--- src/rtl/req_ack_pkg.sv ---
// -----------------------------------------------------------------------------
// req_ack_pkg
// Shared types and defaults for the 4-phase req/ack initiator.
//   req_st_e     : initiator FSM state encoding
//   TIMEOUT_DEF  : default abort limit, in cycles spent waiting on the responder
//   GAP_DEF      : default idle cycles forced between transactions
// -----------------------------------------------------------------------------
package req_ack_pkg;

  typedef enum logic [1:0] {
    IDLE     = 2'd0,
    REQ_HI   = 2'd1,
    WAIT_REL = 2'd2,
    GAP      = 2'd3
  } req_st_e;

  localparam int TIMEOUT_DEF = 16;
  localparam int GAP_DEF     = 1;

endpackage

--- src/rtl/req_ack_tmo_ctr.sv ---
// -----------------------------------------------------------------------------
// req_ack_tmo_ctr
// Down-counting watchdog for the handshake. The count is reloaded while clr is
// high and runs while en is high. hit is raised on the MAX_CYC-th consecutive
// enabled cycle after a clear.
// Ports:
//   clk    in   clock, posedge
//   rst_n  in   asynchronous reset, active-high
//   en     in   count this cycle
//   clr    in   reload the counter
//   hit    out  limit reached (combinational, qualified by en)
// -----------------------------------------------------------------------------
module req_ack_tmo_ctr
  import req_ack_pkg::*;
#(
  parameter int MAX_CYC = TIMEOUT_DEF
) (
  input  logic clk,
  input  logic rst_n,
  input  logic en,
  input  logic clr,
  output logic hit
);

  localparam logic [7:0] LOAD = 8'(MAX_CYC - 1);

  logic [7:0] r_cnt;

  always_ff @(posedge clk or posedge rst_n) begin
    if (rst_n) begin
      r_cnt <= '0;
    end else if (clr) begin
      r_cnt <= LOAD;
    end else if (en && (r_cnt != 8'd0)) begin
      r_cnt <= r_cnt - 8'd1;
    end
  end

  assign hit = en && (r_cnt == 8'd0);

endmodule

--- src/rtl/req_ack_initiator.sv ---
// -----------------------------------------------------------------------------
// req_ack_initiator
// Initiator side of a 4-phase req/ack handshake with a small queue of pending
// start requests and a forced idle gap between transactions.
// Build option: define REQ_ACK_INITIATOR_TIMEOUT_EN to compile in the timeout
// abort; without it err is constant 0 and the initiator waits on ack forever.
// Ports:
//   clk    in   clock, posedge
//   rst_n  in   asynchronous reset, active-high
//   start  in   one-cycle pulse, queue one transaction
//   ack    in   responder acknowledge (level)
//   req    out  request to responder (registered)
//   busy   out  FSM not idle or work queued
//   done   out  one-cycle pulse, transaction completed
//   err    out  one-cycle pulse, transaction aborted by timeout
//   pend   out  queued, unstarted transactions
//   full   out  pend at capacity (further starts are dropped)
//
// state    | meaning
// ---------+--------------------------------------------------
// IDLE     | nothing in flight; launches when work is queued
// REQ_HI   | req driven high, waiting for ack=1
// WAIT_REL | req released, waiting for ack=0
// GAP      | enforced idle time before the next launch
// -----------------------------------------------------------------------------
module req_ack_initiator
  import req_ack_pkg::*;
#(
  parameter int TIMEOUT_CYC = TIMEOUT_DEF,
  parameter int GAP_CYC     = GAP_DEF,
  parameter int PEND_W      = 3
) (
  input  logic              clk,
  input  logic              rst_n,
  input  logic              start,
  input  logic              ack,
  output logic              req,
  output logic              busy,
  output logic              done,
  output logic              err,
  output logic [PEND_W-1:0] pend,
  output logic              full
);

  if (TIMEOUT_CYC < 2 || TIMEOUT_CYC > 255 || GAP_CYC < 0 || GAP_CYC > 15 || PEND_W < 1)
  begin : g_bad_param
    $error("req_ack_initiator: parameter out of range");
  end

  localparam logic [PEND_W-1:0] PEND_MAX = '1;
  localparam logic [3:0]        GAP_LOAD = 4'((GAP_CYC > 0) ? (GAP_CYC - 1) : 0);
  // Where a finished or aborted transaction goes next.
  localparam req_st_e           POST_ST  = (GAP_CYC > 0) ? GAP : IDLE;

  req_st_e           r_st;
  req_st_e           w_st_nxt;
  logic [PEND_W-1:0] r_pend;
  logic [3:0]        r_gap;
  logic              r_req;
  logic              r_done;
  logic              r_err;
  logic              w_req_nxt;
  logic              w_done_nxt;
  logic              w_err_nxt;
  logic              w_full;
  logic              w_accept;
  logic              w_launch;
  logic              w_tmo_hit;

  assign w_full   = (r_pend == PEND_MAX);
  assign w_accept = start && !w_full;
  // A start arriving while idle with an empty queue launches directly.
  assign w_launch = (r_st == IDLE) && ((r_pend != '0) || w_accept);

`ifdef REQ_ACK_INITIATOR_TIMEOUT_EN
  logic w_tmo_en;

  // Spans both REQ_HI and WAIT_REL: the limit covers the whole handshake.
  assign w_tmo_en = (r_st == REQ_HI) || (r_st == WAIT_REL);

  req_ack_tmo_ctr #(
    .MAX_CYC (TIMEOUT_CYC)
  ) u_tmo (
    .clk   (clk),
    .rst_n (rst_n),
    .en    (w_tmo_en),
    .clr   (!w_tmo_en),
    .hit   (w_tmo_hit)
  );
`else
  assign w_tmo_hit = 1'b0;
`endif

  always_ff @(posedge clk or posedge rst_n) begin
    if (rst_n) begin
      r_st   <= IDLE;
      r_req  <= 1'b0;
      r_done <= 1'b0;
      r_err  <= 1'b0;
    end else begin
      r_st   <= w_st_nxt;
      r_req  <= w_req_nxt;
      r_done <= w_done_nxt;
      r_err  <= w_err_nxt;
    end
  end

  always_ff @(posedge clk or posedge rst_n) begin
    if (rst_n) begin
      r_pend <= '0;
      r_gap  <= '0;
    end else begin
      case ({w_accept, w_launch})
        2'b10:   r_pend <= r_pend + 1'b1;
        2'b01:   r_pend <= r_pend - 1'b1;
        default: r_pend <= r_pend;
      endcase
      if ((w_st_nxt == GAP) && (r_st != GAP)) begin
        r_gap <= GAP_LOAD;
      end else if ((r_st == GAP) && (r_gap != 4'd0)) begin
        r_gap <= r_gap - 4'd1;
      end
    end
  end

  always_comb begin
    w_st_nxt = r_st;
    case (r_st)
      IDLE:     if (w_launch) w_st_nxt = REQ_HI;
      REQ_HI:   if (ack) w_st_nxt = WAIT_REL;
                else if (w_tmo_hit) w_st_nxt = POST_ST;
      WAIT_REL: if (!ack || w_tmo_hit) w_st_nxt = POST_ST;
      GAP:      if (r_gap == 4'd0) w_st_nxt = IDLE;
      default:  w_st_nxt = IDLE;
    endcase
  end

  // A normal completion outranks a coincident timeout, so done and err
  // can never fire together.
  always_comb begin
    w_req_nxt  = (w_st_nxt == REQ_HI);
    w_done_nxt = (r_st == WAIT_REL) && !ack;
    w_err_nxt  = w_tmo_hit && (((r_st == REQ_HI) && !ack) || ((r_st == WAIT_REL) && ack));
  end

  assign req  = r_req;
  assign done = r_done;
  assign err  = r_err;
  assign pend = r_pend;
  assign full = w_full;
  assign busy = (r_st != IDLE) || (r_pend != '0);

endmodule

--- config.mk ---
export PLATFORM = sky130hd
export DESIGN_NAME = req_ack_initiator
export DESIGN_NICKNAME = d
export VERILOG_FILES = /design/src/rtl/req_ack_pkg.sv /design/src/rtl/req_ack_tmo_ctr.sv /design/src/rtl/req_ack_initiator.sv
export SDC_FILE = /design/constraint.sdc
export NUM_CORES = 1
export LEC_CHECK = 0
export CAP_MARGIN = 25
export CORE_MARGIN = 5
export CORE_UTILIZATION = 43
export CTS_BUF_LIST = sky130_fd_sc_hd__clkbuf_4 sky130_fd_sc_hd__clkbuf_8 sky130_fd_sc_hd__clkbuf_16
export CTS_CLUSTER_SIZE = 28
export DETAILED_ROUTE_END_ITERATION = 6
export MAX_ROUTING_LAYER = met4
export PLACE_DENSITY = 0.77
export SLEW_MARGIN = 20
export SYNTH_ARGS = -nofsm -noshare
export SYNTH_HDL_FRONTEND = slang
export SYNTH_SLANG_ARGS = --single-unit
--- constraint.sdc ---
create_clock -name clk -period 1.8 [get_ports clk]
set_input_delay 0.54 -clock clk [delete_from_list [all_inputs] [get_ports clk]]
set_output_delay 0.54 -clock clk [all_outputs]
set_load 0.02 [all_outputs]
==> results_dict.tcl, run 1 <==
set metrics [dict create \
    status "finished with violations" \
    violations "negative setup slack" \
    cp_max_fo 3 \
    met3_usage_pct 3.32 \
    worstHoldPathType "flop to flop" \
    syn-instance-count 61 \
    fmax_ghz 0.537 \
    std_cell_rows 13 \
    drtPass1Iterations 3 \
    grt_pass1_vias 446 \
    clk_path_buf_depth 2 \
    whs_path_depth 1 \
    synth_top_cell_by_area "dfrtp_1" \
    io_buffers 10 \
    syn_nets 68 \
    power_density_nw_per_um2 1630 \
    yosysSeqAreaShare_pct 43.7 \
    final_cell_mix "8 x dfrtp_1, 7 x inv_1, 5 x buf_4, 4 x clkbuf_4, 4 x clkdlybuf4s50_1" \
    vias_per_cell 5.09 \
    finalClockSkew_ps 7.74 \
    wl_per_cell_um 14.1 \
    fin_nets 86 \
    rrSetupSlack_ps -10 \
    min_from "r_gap[0]" \
    vias 473 \
    gp_congestion 0.804 \
    ys_ff_latch 11 \
    clk_pin_slew_ps 80 \
    place_area_um2 808 \
    layout-drive-gt1-share_pct 33.3 \
    cap_violations 0 \
    peakVddDrop_v 0.00118 \
    synth_area_per_cell_um2 10.3 \
    clock_sinks 11 \
    arrival_ps 1320 \
    synth_area_leaders "dfrtp_1 44%, mux2i_1 4.8%, inv_1 4.8%" \
    die_h_um 48.3 \
    setup_slack_ps -63.6 \
    dp.final_hpwl_um 912 \
    chipWidth_um 48.3 \
    globalRouteTotalUtil_pct 12.8 \
    criticalPathCategory "flop to output port" \
    die_area_um2 2330 \
    ant_nets 0 \
    grt_setup_unrepaired "yes" \
    grt_use_met2_pct 20.1 \
    yosysWarnings 0 \
    syn_area_um2 631 \
    finalHoldViolations 0 \
    yosysTopAreaCellShare_pct 43.7 \
    p_leak_nw 0.401 \
    cts_buffers 3 \
    hold_end "r_gap[0]" \
    grt_pass1_wl_mm 1.96 \
    start_kind "flop" \
    finalCriticalPeriod_ps 1860 \
    tritoncts "built" \
    rr_startpoint "pend[2]" \
    required_ps 1260 \
    critPathBufInv 1 \
    critPathTopFamily "flip-flops" \
    setup_tns_ps -76.1 \
    antennaDiodeCount 0 \
    clk_latency_ps 270 \
    cp_slowest_cell "dfrtp_2" \
    rr_worst_depth 9 \
    cp_cell_sequence "nor4_1 > nand2_1 > clkdlybuf4s15_2" \
    slew_viol_final 0 \
    yosys.cell_types.count 28 \
    cp-end-kind "output port" \
    setup_viol 2 \
    root_buffer "clkbuf_4" \
    holdWs_ps 542 \
    grt_max_degree 12 \
    fin_crit_sh_pct 104 \
    final_common_cell "dfrtp_1" \
    post-cts-setup-buffers 0 \
    post-route-cell-area_um2 848 \
    initial_core_util_pct 46.7 \
    antenna_found_initial 0 \
    cpPeakStageDelay_ps 440 \
    busiest_layer "met2" \
    core_um2 1350 \
    r2r-end "pend[2]" \
    wl_mm 1.31 \
    drtIter0Drc 5 \
    grt_util_met1_pct 15.6 \
    io_pins 12 \
    area_growth_pct 34.5 \
    h-tree-depth 1 \
    drc_errors 0 \
    pre_cts_slack_ps -571 \
    grt_overflow 0 \
]
## cell usage after synthesis, drive strengths merged
library cell,instances
a22o,2
mux2i,3
nor2b,2
dfrtp,11
buf,2
o21ai,2
conb,1
nor3b,2
nand2,3
nor4,2
ha,2
xor2,2
mux2,1
and3,2
clkbuf,1
nor3,2
xnor2,1
and2,1
nor2,3
o22ai,1
nand2b,3
a211o,1
fa,1
or4b,1
inv,8
nand4b,1
## routing by layer
layer  wire length [um]  vias up
met3                 64        3
met5                  0        -
li1                   -      235
met1                583      226
met2                641        9
met4                 17        0
## cells by family after synthesis
family / Yosys count / share of synthesized area [%]
fa+ha+maj: 3 / 7.14
buf+inv: 11 / 8.33
xor+xnor: 3 / 4.17
flops: 11 / 43.7
compound gates: 6 / 6.75
other cells: 1 / 0.595
simple gates: 22 / 22.2
mux: 4 / 7.14
## worst max path at each step
stage                          to  startpoint  cells past startpoint  slack [ps]
after floorplan           pend[2]     pend[0]                      8           8
after global placement    pend[2]       start                      9        -560
after detailed placement  pend[2]       start                      9        -570
after CTS                    busy     pend[0]                      3         -50
after global routing      pend[2]     pend[2]                      9        -150
final                        busy     pend[2]                      3         -60
## stage by stage
step / utilization, % / power [mW] / cells
after floorplan: - / 0.908 / 61
after global placement: 59.9 / 1.19 / 89
after detailed placement: 59.9 / 1.19 / 89
after CTS: 62.1 / 1.36 / 93
after global routing: 62.8 / 1.50 / 93
final: 62.8 / 1.38 / 93
## timing repair
item | in CTS | in global routing
hold buffers | 0 | 0
resized for setup | 12 | 3
setup endpoints to repair | 7 | 4
pin swaps | 1 | 2
## layout make-up
class / count / area [um^2]
Sequential cell: 11 / 279
Timing Repair Buffer: 16 / 149
Multi-Input combinational cell: 39 / 342
Tap cell: 15 / 18.8
Fill cell: 103 / 502
Inverter: 8 / 30.0
Clock buffer: 4 / 30.0
## sequential cells by signal (all words and copies together) (netlist names)
signal / cells
r_st: 2
r_gap: 4
pend: 3
req: 1
done: 1
## where the power goes
part	internal (mW)	total (mW)	switching (mW)
sequential	0.333	0.412	0.0781
combinational	0.394	0.780	0.386
clock	0.101	0.187	0.0865
## worst register-to-register path: stages (launching register included)
cell and delay (ps):
dfrtp_2 410, buf_6 120, and3_4 180, nand2b_4 130, ha_4 130, inv_2 30, fa_2 320, xor2_1 140
nor2_1 110, xor2_1 160
Note: power is estimated with default switching activity, not from simulation.
==> run 2, diff against run 1 <==
--- a/config.mk
+++ b/config.mk
@@ -16,4 +16,5 @@
 export SLEW_MARGIN = 20
 export SYNTH_ARGS = -nofsm -noshare
 export SYNTH_HDL_FRONTEND = slang
+export SYNTH_HIERARCHICAL = 1
 export SYNTH_SLANG_ARGS = --single-unit
==> results of run 2 <==
No change in the layout: final DEF, timing and power equal those of run 1.
Among the figures that moved: Yosys warning count 0 -> 6
==> run 3, diff against run 2 <==
--- a/config.mk
+++ b/config.mk
@@ -11,7 +11,6 @@
 export CTS_BUF_LIST = sky130_fd_sc_hd__clkbuf_4 sky130_fd_sc_hd__clkbuf_8 sky130_fd_sc_hd__clkbuf_16
 export CTS_CLUSTER_SIZE = 28
 export DETAILED_ROUTE_END_ITERATION = 6
-export MAX_ROUTING_LAYER = met4
 export PLACE_DENSITY = 0.77
 export SLEW_MARGIN = 20
 export SYNTH_ARGS = -nofsm -noshare
==> run 3 against run 2 <==
The run still ends with negative setup slack left. Clock skew about the same. Final cell count unchanged. Non-clock buffer count is the same. Area after synthesis did not move. Via count is 0.63% higher. Sequential power about the same. Combinational power about the same. Power decreased by 0.12%. Worst hold slack lost 1.3 ps. Critical endpoint unchanged. Largest cell class unchanged. Highest routed layer unchanged.
==> results_dict.tcl, run 3 <==
set metrics [dict create \
    status "finished with violations" \
    violations "negative setup slack" \
    core_um2 1350 \
    power_density_nw_per_um2 1620 \
    cp_slowest_cell "dfrtp_2" \
    synthTopCellsByCount "11 x dfrtp_1, 8 x inv_1, 3 x mux2i_1, 3 x nand2_1, 3 x nor2_1" \
    die_area_um2 2330 \
    p_leak_nw 0.401 \
    start_kind "flop" \
    finalHoldViolations 0 \
    grt_use_met2_pct 20.1 \
    grt_pass1_vias 446 \
    clkPwrFrac_pct 13.5 \
    fmax_ghz 0.537 \
    fin_nets 86 \
    drtIter0Drc 6 \
    yosysSeqAreaShare_pct 43.7 \
    cpPeakStageDelay_ps 440 \
    dp.final_hpwl_um 912 \
    largest_register_ffs 4 \
    fin_crit_sh_pct 103 \
    power_switching_mw 0.549 \
    switching_share_pct 39.9 \
    cp-end-kind "output port" \
    layout-drive-gt1-share_pct 33.3 \
    cts_hold_buf 0 \
    synth_area_per_cell_um2 10.3 \
    root_buffer "clkbuf_4" \
    cp_cell_sequence "nor4_1 > nand2_1 > clkdlybuf4s15_2" \
    die_h_um 48.3 \
    yosys.cell_types.count 28 \
    clk_pin_slew_ps 70 \
    syn-instance-count 61 \
    async_reset_ff_share_pct 100 \
    std_cell_rows 13 \
    slew_viol_final 0 \
    chipWidth_um 48.3 \
    initial_core_util_pct 46.7 \
    final_common_cell "dfrtp_1" \
    post-cts-setup-buffers 0 \
    p_comb_share_pct 56.6 \
    grt_util_met1_pct 15.6 \
    globalRouteTotalUtil_pct 12.4 \
    finalCriticalPeriod_ps 1860 \
    required_ps 1260 \
    criticalPathCategory "flop to output port" \
    utilization_pct 62.8 \
    cp_max_fo 3 \
    finalNonFillerCells 93 \
    peakVddDrop_v 0.00118 \
    grt_max_degree 12 \
    drtPass1Iterations 3 \
    io_buffers 10 \
    wl_per_cell_um 14.0 \
    grt_overflow 0 \
    power_frac_seq_pct 29.9 \
    h-tree-depth 1 \
    synth_area_leaders "dfrtp_1 44%, mux2i_1 4.8%, inv_1 4.8%" \
    grt_pass1_wl_mm 1.96 \
    dp.cells 89 \
    num-fill-cells 103 \
    tritoncts "built" \
    syn_area_um2 631 \
    arrival_ps 1320 \
    clock_sinks 11 \
    synth_top_cell_by_area "dfrtp_1" \
    p_int_mw 0.828 \
    area_growth_pct 34.5 \
    setup_viol 2 \
    synth_edf_count 0 \
    synth_flop_cell "dfrtp_1" \
    antenna_found_initial 0 \
    cts_buffers 3 \
    yosysMostFrequentCell "dfrtp_1" \
    clk_latency_ps 270 \
    syn_nets 68 \
    worstHoldPathType "flop to flop" \
    ys_ff_latch 11 \
    met3_usage_pct 3.32 \
    vias_per_cell 5.12 \
    yosysWarnings 6 \
    io_pins 12 \
    wl_mm 1.31 \
    yosysTopAreaCellShare_pct 43.7 \
    finalClockSkew_ps 7.60 \
    clk_path_buf_depth 2 \
    cap_violations 0 \
    ant_nets 0 \
    setup_slack_ps -62.4 \
    drc_errors 0 \
    gp_congestion 0.792 \
    busiest_layer "met2" \
    regMostFlops "r_gap" \
    final_cell_mix "8 x dfrtp_1, 7 x inv_1, 5 x buf_4, 4 x clkbuf_4, 4 x clkdlybuf4s50_1" \
    grt_setup_unrepaired "yes" \
    vias 476 \
    antennaDiodeCount 0 \
]
[run 3: final timing paths]
kind,cells past startpoint,slack [ps],endpoint,startpoint
setup / recovery,3,-60,busy,pend[2]
hold / removal,1,540,r_gap[0],r_gap[0]
setup reg to reg,9,-10,pend[2],pend[2]
hold reg to reg,1,540,r_gap[0],r_gap[0]
max in group asynchronous,2,900,pend[0],rst_n
min in group asynchronous,2,560,done,rst_n
[run 3: area by class of cell]
type / count / area (um^2) / area share [%]
Clock buffer: 4 / 30.0 / 3.54
Tap cell: 15 / 18.8 / 2.21
Sequential cell: 11 / 279 / 32.9
Timing Repair Buffer: 16 / 149 / 17.6
Inverter: 8 / 30.0 / 3.54
Multi-Input combinational cell: 39 / 342 / 40.3
[run 3: cells by family after synthesis]
| group | after synthesis | share of synthesized area [%] |
|---|---|---|
| other | 1 | 0.595 |
| adders and majority gates | 3 | 7.14 |
| AOI/OAI and AO/OA | 6 | 6.75 |
| DFF | 11 | 43.7 |
| xor gates and xnor gates | 3 | 4.17 |
| muxes | 4 | 7.14 |
| buffers and inverters | 11 | 8.33 |
| and+or+nand+nor | 22 | 22.2 |
[run 3: routing by layer]
metal | vias to the layer above | share of wire [%]
met5 | - | 0
met4 | 0 | 1.3
met3 | 3 | 5.0
met2 | 11 | 49
met1 | 226 | 44
li1 | 236 | -
[run 3: power groups by stage]
stage               Sequential [mW]  Combinational [mW]  Clock (mW)
global route                  0.425               0.864       0.207
detailed placement            0.400               0.793           0
global placement              0.400               0.788           0
CTS                           0.396               0.773       0.192
finish                        0.412               0.780       0.185
floorplan                     0.458               0.450           0
[run 3: repair_timing]
| item | in CTS | in global routing |
|---|---|---|
| pin swaps | 1 | 2 |
| gates resized for setup | 12 | 3 |
| endpoints found under the setup margin | 7 | 4 |
[run 3: critical path, delay by kind of cell, from the launching register on]
| family | cells | cell delay [ps] |
|---|---|---|
| DFF | 1 | 440 |
| and+or+nand+nor | 2 | 350 |
| buffers and inverters | 1 | 250 |
[run 3: metrics by stage]
stage	TNS (ps)	worst slack, ps	area [um^2]	power, mW	hold slack, ps
5_1_grt	-360	-155	848	1.50	560
3_5_place_dp	-1230	-571	808	1.19	522
6_report	-74.2	-62.4	848	1.38	541
2_1_floorplan	0	8.31	667	0.908	392
3_3_place_gp	-1180	-559	808	1.19	519
4_1_cts	-98.0	-45.4	838	1.36	542
